===== src/rtl/control_sequencer.sv =====
// Multi-cycle control sequencer for the LITE-16 core: fetch/decode/execute FSM
// with registered control strobes, a memory-wait timeout fault and a retire counter.
module control_sequencer #(
  parameter int TIMEOUT = 15,
  parameter int CNT_W   = 16
) (
  input  logic             clk,
  input  logic             rst,
  input  logic             start,
  input  logic [3:0]       i0_3,
  input  logic             mem_ready,
  output logic             mem_req,
  output logic             mem_we,
  output logic             ir_we,
  output logic             pc_inc,
  output logic             pc_load,
  output logic             ri,
  output logic             st,
  output logic             jmp,
  output logic             fn,
  output logic             reg_we,
  output logic             busy,
  output logic             fault,
  output logic [CNT_W-1:0] instr_count
);

  typedef enum logic [2:0] {
    S_IDLE, S_FETCH, S_DECODE, S_EXEC, S_MEM, S_WB, S_HALT, S_FAULT
  } state_t;

  typedef struct packed {
    logic mem_req;
    logic mem_we;
    logic ir_we;
    logic pc_inc;
    logic pc_load;
    logic ri;
    logic st;
    logic jmp;
    logic fn;
    logic reg_we;
    logic busy;
    logic fault;
  } ctl_t;

  localparam logic [3:0] OP_LDI  = 4'h8;
  localparam logic [3:0] OP_LD   = 4'h9;
  localparam logic [3:0] OP_ST   = 4'hA;
  localparam logic [3:0] OP_JMP  = 4'hB;
  localparam logic [3:0] OP_HALT = 4'hF;
  // Last wait count that may still be followed by another unanswered cycle.
  localparam logic [7:0] WAIT_LAST = 8'(TIMEOUT - 1);

  state_t           state_q, state_d;
  logic [3:0]       op_q, op_d;
  logic [7:0]       wait_q, wait_d;
  logic [CNT_W-1:0] count_q, count_d;
  ctl_t             ctl_q, ctl_d;
  logic             retire;

  always_comb begin
    state_d = state_q;
    op_d    = op_q;
    wait_d  = '0;
    case (state_q)
      S_IDLE, S_HALT, S_FAULT: begin
        if (start) state_d = S_FETCH;
      end
      S_FETCH, S_MEM: begin
        if (mem_ready) begin
          if (state_q == S_FETCH)   state_d = S_DECODE;
          else if (op_q == OP_ST)   state_d = S_FETCH;
          else                      state_d = S_WB;
        end else if (wait_q == WAIT_LAST) begin
          state_d = S_FAULT;
        end else begin
          wait_d = wait_q + 8'd1;
        end
      end
      S_DECODE: begin
        op_d = i0_3;
        case (i0_3)
          4'h0, 4'hC, 4'hD, 4'hE: state_d = S_FETCH;
          OP_HALT:                state_d = S_HALT;
          default:                state_d = S_EXEC;
        endcase
      end
      S_EXEC: begin
        if (op_q == OP_LD || op_q == OP_ST) state_d = S_MEM;
        else if (op_q == OP_JMP)            state_d = S_FETCH;
        else                                state_d = S_WB;
      end
      S_WB:    state_d = S_FETCH;
      default: state_d = S_IDLE;
    endcase
  end

  // An instruction retires when it leaves its final state back to FETCH or into HALT.
  assign retire  = (state_q inside {S_DECODE, S_EXEC, S_MEM, S_WB}) &&
                   (state_d inside {S_FETCH, S_HALT});
  assign count_d = retire ? count_q + CNT_W'(1) : count_q;

  always_comb begin
    ctl_d = '0;
    case (state_d)
      S_FETCH:  begin ctl_d.mem_req = 1'b1; ctl_d.busy = 1'b1; end
      S_DECODE: begin ctl_d.ir_we = 1'b1; ctl_d.pc_inc = 1'b1; ctl_d.busy = 1'b1; end
      S_EXEC:   begin ctl_d.busy = 1'b1; ctl_d.pc_load = (op_d == OP_JMP); end
      S_MEM:    begin ctl_d.mem_req = 1'b1; ctl_d.busy = 1'b1; ctl_d.mem_we = (op_d == OP_ST); end
      S_WB:     begin ctl_d.reg_we = 1'b1; ctl_d.busy = 1'b1; end
      S_FAULT:  ctl_d.fault = 1'b1;
      default:  ctl_d = '0;
    endcase
    if (state_d inside {S_EXEC, S_MEM, S_WB}) begin
      ctl_d.fn  = (op_d >= 4'h1) && (op_d <= 4'h7);
      ctl_d.ri  = (op_d == OP_LDI);
      ctl_d.st  = (op_d == OP_ST);
      ctl_d.jmp = (op_d == OP_JMP);
    end
  end

  always_ff @(posedge clk or negedge rst) begin
    if (!rst) begin
      state_q <= S_IDLE;
      op_q    <= '0;
      wait_q  <= '0;
      count_q <= '0;
      ctl_q   <= '0;
    end else begin
      state_q <= state_d;
      op_q    <= op_d;
      wait_q  <= wait_d;
      count_q <= count_d;
      ctl_q   <= ctl_d;
    end
  end

  assign mem_req     = ctl_q.mem_req;
  assign mem_we      = ctl_q.mem_we;
  assign ir_we       = ctl_q.ir_we;
  assign pc_inc      = ctl_q.pc_inc;
  assign pc_load     = ctl_q.pc_load;
  assign ri          = ctl_q.ri;
  assign st          = ctl_q.st;
  assign jmp         = ctl_q.jmp;
  assign fn          = ctl_q.fn;
  assign reg_we      = ctl_q.reg_we;
  assign busy        = ctl_q.busy;
  assign fault       = ctl_q.fault;
  assign instr_count = count_q;

endmodule


===== config.mk =====
export PLATFORM = sky130hd
export DESIGN_NAME = control_sequencer
export DESIGN_NICKNAME = d
export VERILOG_FILES = /design/src/rtl/control_sequencer.sv
export SDC_FILE = /design/constraint.sdc
export NUM_CORES = 1
export LEC_CHECK = 0
export CORE_UTILIZATION = 56
export CTS_CLUSTER_DIAMETER = 50
export CTS_CLUSTER_SIZE = 10
export DETAILED_ROUTE_END_ITERATION = 8
export PLACE_DENSITY = 0.84
export SLEW_MARGIN = 0
export SYNTH_ARGS = -nofsm -noshare
export SYNTH_HDL_FRONTEND = slang
export SYNTH_SLANG_ARGS = --single-unit

===== constraint.sdc =====
create_clock -name clk -period 6.46 [get_ports clk]
set_clock_uncertainty 0.1 [all_clocks]
set_input_delay 0.969 -clock clk [delete_from_list [all_inputs] [get_ports clk]]
set_output_delay 0.969 -clock clk [all_outputs]
set_load 0.01 [all_outputs]

# Word level (Yosys, flattened, before mapping)

Cells that the tools add are included.

Flip-flop bits (word level): 43
Input port bits: 8
Output and inout bits: 28

Add/sub/neg operators: 2
Order comparisons: 2
Equality and inequality tests: 25
Multiplexer cells: 21
Reduce and logical (&&, ||, !) cells: 13

Operator list:

| kind                                                                  | number |
|---|---|
| 4-bit equality test, second input constant                            | 10 |
| 3-bit equality test, second input constant                            | 8 |
| 8-bit two-way mux                                                     | 3 |
| 3-bit two-way mux                                                     | 7 |
| 16-bit by 1-bit adder with 16-bit output, second input constant       | 1 |
| 3-bit one-hot mux with 5 select lines                                 | 1 |
| 3-bit by 2-bit equality test with 1-bit output, second input constant | 4 |
| 8-bit by 1-bit adder with 8-bit output, second input constant         | 1 |
| 8-bit by 4-bit equality test with 1-bit output, second input constant | 1 |
| 4-bit two-way mux                                                     | 2 |
| 3-bit by 1-bit equality test with 1-bit output, second input constant | 2 |
| 1-bit two-way mux                                                     | 6 |
| 3-bit one-hot mux with 2 select lines                                 | 1 |
| 5-bit OR reduction                                                    | 1 |
| 4-bit by 1-bit >= comparator with 1-bit output, second input constant | 1 |
| 4-bit by 3-bit <= comparator with 1-bit output, second input constant | 1 |
| 4-bit zero test                                                       | 1 |
| 4-bit nonzero test                                                    | 1 |
| 2-bit OR reduction                                                    | 2 |
| 4-bit OR reduction                                                    | 1 |
| 3-bit zero test                                                       | 1 |
| 3-bit nonzero test                                                    | 1 |
| 3-bit OR reduction                                                    | 1 |
| 1-bit logical AND                                                     | 2 |
| 3 further kinds                                                       | 3 |

# Logic depth before layout (Yosys ltp)

Word-level depth: 8
Mapped depth: 10

# Worst setup path after synthesis

Ideal clock, no wire load.

Path kind: input to register
From: input mem_ready
To: register count_q[1] (netlist: instr_count[1])
Setup time: 122 ps
Data arrival time: 2540 ps
Data required time: 6238 ps
Setup slack: 3698 ps
Cell stages on the path: 7
Buffers on the path: 0
Path through: or3b_2 -> o22ai_1 -> o22a_1 -> o211ai_1 -> o22a_2 -> or2_1 -> a32o_1

Longest elaborated chain between the ends: 5
Elaborated cells between the ends (all ways): 6
Those cells by class: eq/ne: 2; mux: 2; reduce/logical: 2

Ends and longest elaborated chain:

| element                                                                                      | line | source |
|---|---|---|
| start, declared                                                                              | 11   | `input logic mem_ready,` |
| 3-bit two-way mux (*)                                                                        | 70   | `if (mem_ready) begin` |
| 3-bit one-hot mux with 5 select lines (*)                                                    | 65   | `case (state_q)` |
| 3-bit by 1-bit equality test with 1-bit output / 3-bit equality test (equally long branches) | 100  | `(state_d inside {S_FETCH, S_HALT});` |
| 2-bit nonzero test (*)                                                                       | 100  |  |
| 1-bit logical AND (*)                                                                        | 99   | `assign retire = (state_q inside {S_DECODE, S_EXEC, S_MEM, S_WB}) &&` |
| end signal, assigned                                                                         | 133  | `count_q <= count_d;` |
| end, declared                                                                                | 57   | `logic [CNT_W-1:0] count_q, count_d;` |

Mark *: on every way between the ends. The rest lies on a longest branch, timed or not.
A chain may end at the register's enable or synchronous reset.

# Worst setup path after layout

Same ends and word-level chain as after synthesis.

==> results.cfg <==
[run_status]
status = complete, no violations

[floorplan]
fp.coreArea_mm2 = 0.003468
die-area_mm2 = 0.003984
start_util = 0.6032
rows = 21
ioPinCount = 36
fp.dieW_um = 63.12
die_h_um = 63.12

[detailed_routing]
num_vias = 1525
drt-wirelength-per-cell_um = 14.59
wl_um = 3997
first_iter_violations = 54
detail-route-antenna-nets = 0
viasPerCell = 5.566
drc = 0
dr.pass1.iters = 4

[logic_synthesis]
ys_types = 53
ys_seq_area_frac = 0.5024
synthTopCellsByCount = dfrtp_1 (42), xor2_1 (19), nor2_1 (18), nand2_1 (12), inv_1 (11)
syn-cell-area_mm2 = 0.002092
synth_seq_cells = 42
yosys_warnings = 0
synth_edf_count = 0
ys_top_cells_by_area = dfrtp_1 (50%), xor2_1 (8.0%), nor2_1 (3.2%)
synth_area_per_cell_um2 = 10.90
synth.most_common_cell = dfrtp_1
ys.flop_type = dfrtp_1
yosysTopAreaCell = dfrtp_1
async_flop_share = 1.000
syn_inst = 192
yosys.area.top_type_share = 0.5024
syn_nets = 203

[grt]
overflow = 0
grt_max_degree = 43
antenna_found_initial = 0
grt_usage = 0.2252
grt_pass1_wl_um = 6858
grt_pass1_vias = 1461

[timing]
rsz0062_at_grt = no
final_max_slew_viol_count = 0
tightestPinTransition_ps = 908.7
finalCritPeriodShare = 0.5041
hold_ws_ps = 379.7
max_freq_ghz = 0.3071
finalSetupViolCount = 0
tns_ps = 0
max_slew_margin = 0.3942
min_period_ps = 3257
hold_viol = 0

[clock_network]
clkTransAtPathRegs_ps = 70
h-tree-depth = 2
clkLatencyLatePin_ps = 280
root_buffer = clkbuf_8
cts_resized = 0
cts_num_sinks = 42
post-cts-setup-buffers = 0
cts_buffers = 5
holdBufCountCts = 0
cts_buffer_depth = 2
cts_tree = built

[flow_run]
drv_cap = 0

[critical_path]
critPathLaunchType = primary input
crit_buf_inv = 1
arrival_ps = 3330
critPathMaxFanout = 15
r2r_start = state_q[1]
cp_slowest_stage_delay_ps = 540
cp-end-kind = flop
crit_required_ps = 6540
crit_slowest_cell = clkdlybuf4s50_1
r2r_slack_ps = 3720
cp_cell_sequence = clkdlybuf4s50_1, or3b_2, o22ai_1, o22a_1, o211ai_1, o22a_2, or2_1, a32o_1
crit_start = mem_ready
ff2ff_path_depth = 7
critPathCapture = instr_count[1]
cp_top_family = compound AO/OA/AOI/OAI gates
cp_num_cells = 8
r2r_end = instr_count[1]
crit_type = in2reg

[finish]
fillers = 234
num_antenna_cells = 0
finish.instance_area_mm2 = 0.002545
area_delta_synth_final_pct = 21.65
final_util = 0.7338
final_cells = 274
layout-drive-gt1-share = 0.1184
nNetsFinal = 240

[placed_design]
dp.cells = 268
dpl.hpwl_um = 2801
place.gp.congestion = 0.8429
dpl_cell_area_mm2 = 0.002462
portBuffers = 35

[power]
p_per_area_mw_per_mm2 = 375.2
vdd_drop_max_v = 0.0002247
leakagePower_nw = 1.088

[min_path]
min_path_type = reg2reg
## logic make-up (layout without fill, tap and decap cells)
| group | after synthesis | count (layout) | synth area share |
|---|---|---|---|
| compound gates | 20 | 20 | 0.07656 |
| flops | 42 | 42 | 0.5024 |
| simple gates | 82 | 82 | 0.2446 |
| buf+inv | 17 | 53 | 0.03708 |
| fa+ha+maj | 3 | 3 | 0.01794 |
| xor+xnor | 24 | 24 | 0.1005 |
| mux | 4 | 4 | 0.02093 |
## area by class of cell
type                            count  area, µm²  area share
Timing Repair Buffer               35      345.3      0.1357
Sequential cell                    42       1051      0.4130
Inverter                           12      45.04     0.01770
Multi-Input combinational cell    133      963.4      0.3786
Tap cell                           46      57.56     0.02262
Clock buffer                        6      82.58     0.03245
## metal layers
layer,part of all wire,global-route usage,wire length (µm)
met5,0,0,0
met4,0.015,0.07849,61
met3,0.044,0.05435,175
met2,0.48,0.3616,1922
met1,0.46,0.2973,1837
## registers in the layout, indices dropped and copies added, names as in the netlist
signal and flops:
busy 1, fault 1, fn 1, instr_count 16, ir_we 1, jmp 1
mem_req 1, mem_we 1, op_q 4, pc_load 1, reg_we 1, ri 1
st 1, state_q 3, wait_q 8
## worst min-delay path by stage
| stage | start | slack [ps] | end | depth (start not counted) |
|---|---|---|---|---|
| after global routing | instr_count[15] | 410 | instr_count[15] | 1 |
| after global placement | instr_count[15] | 360 | instr_count[15] | 1 |
| after floorplan | wait_q[0] | 370 | wait_q[0] | 1 |
| final | instr_count[15] | 380 | instr_count[15] | 1 |
| after detailed placement | instr_count[15] | 360 | instr_count[15] | 1 |
| after CTS | instr_count[15] | 380 | instr_count[15] | 1 |
## where the power goes
| part | switching, mW | internal, mW | total (mW) |
|---|---|---|---|
| logic | 0.210 | 0.184 | 0.393 |
| registers | 0.0742 | 0.326 | 0.400 |
| clock network | 0.0789 | 0.0823 | 0.161 |
## metrics by stage
step	setup slack [ps]	total power [mW]
finish	3203	0.9549
global route	3099	1.025
CTS	3223	0.9620
detailed placement	2927	0.7940
global placement	2981	0.7781
floorplan	3698	0.6620
## cell usage in the layout, fill, tap and decap left out, types with 2 or more instances in the layout
| cell type | instances |
|---|---|
| a221oi_1 | 2 |
| clkbuf_8 | 6 |
| or3_1 | 2 |
| clkdlybuf4s50_1 | 34 |
| nor3_2 | 5 |
| nand3_1 | 5 |
| o211ai_1 | 2 |
| xor2_1 | 19 |
| xnor2_1 | 5 |
| nor3_1 | 5 |
| a21oi_1 | 4 |
| or4_1 | 2 |
| or2_1 | 2 |
| mux2_2 | 3 |
| nor4_2 | 2 |
| nand4_1 | 5 |
| nand4b_1 | 3 |
| nand2_1 | 12 |
| nor2_1 | 18 |
| inv_1 | 11 |
| and2_1 | 3 |
| nor2b_1 | 2 |
| dfrtp_1 | 42 |
| o21ai_0 | 3 |
| or2_2 | 2 |
| ha_1 | 3 |
Power figures use the tool's default switching activity.
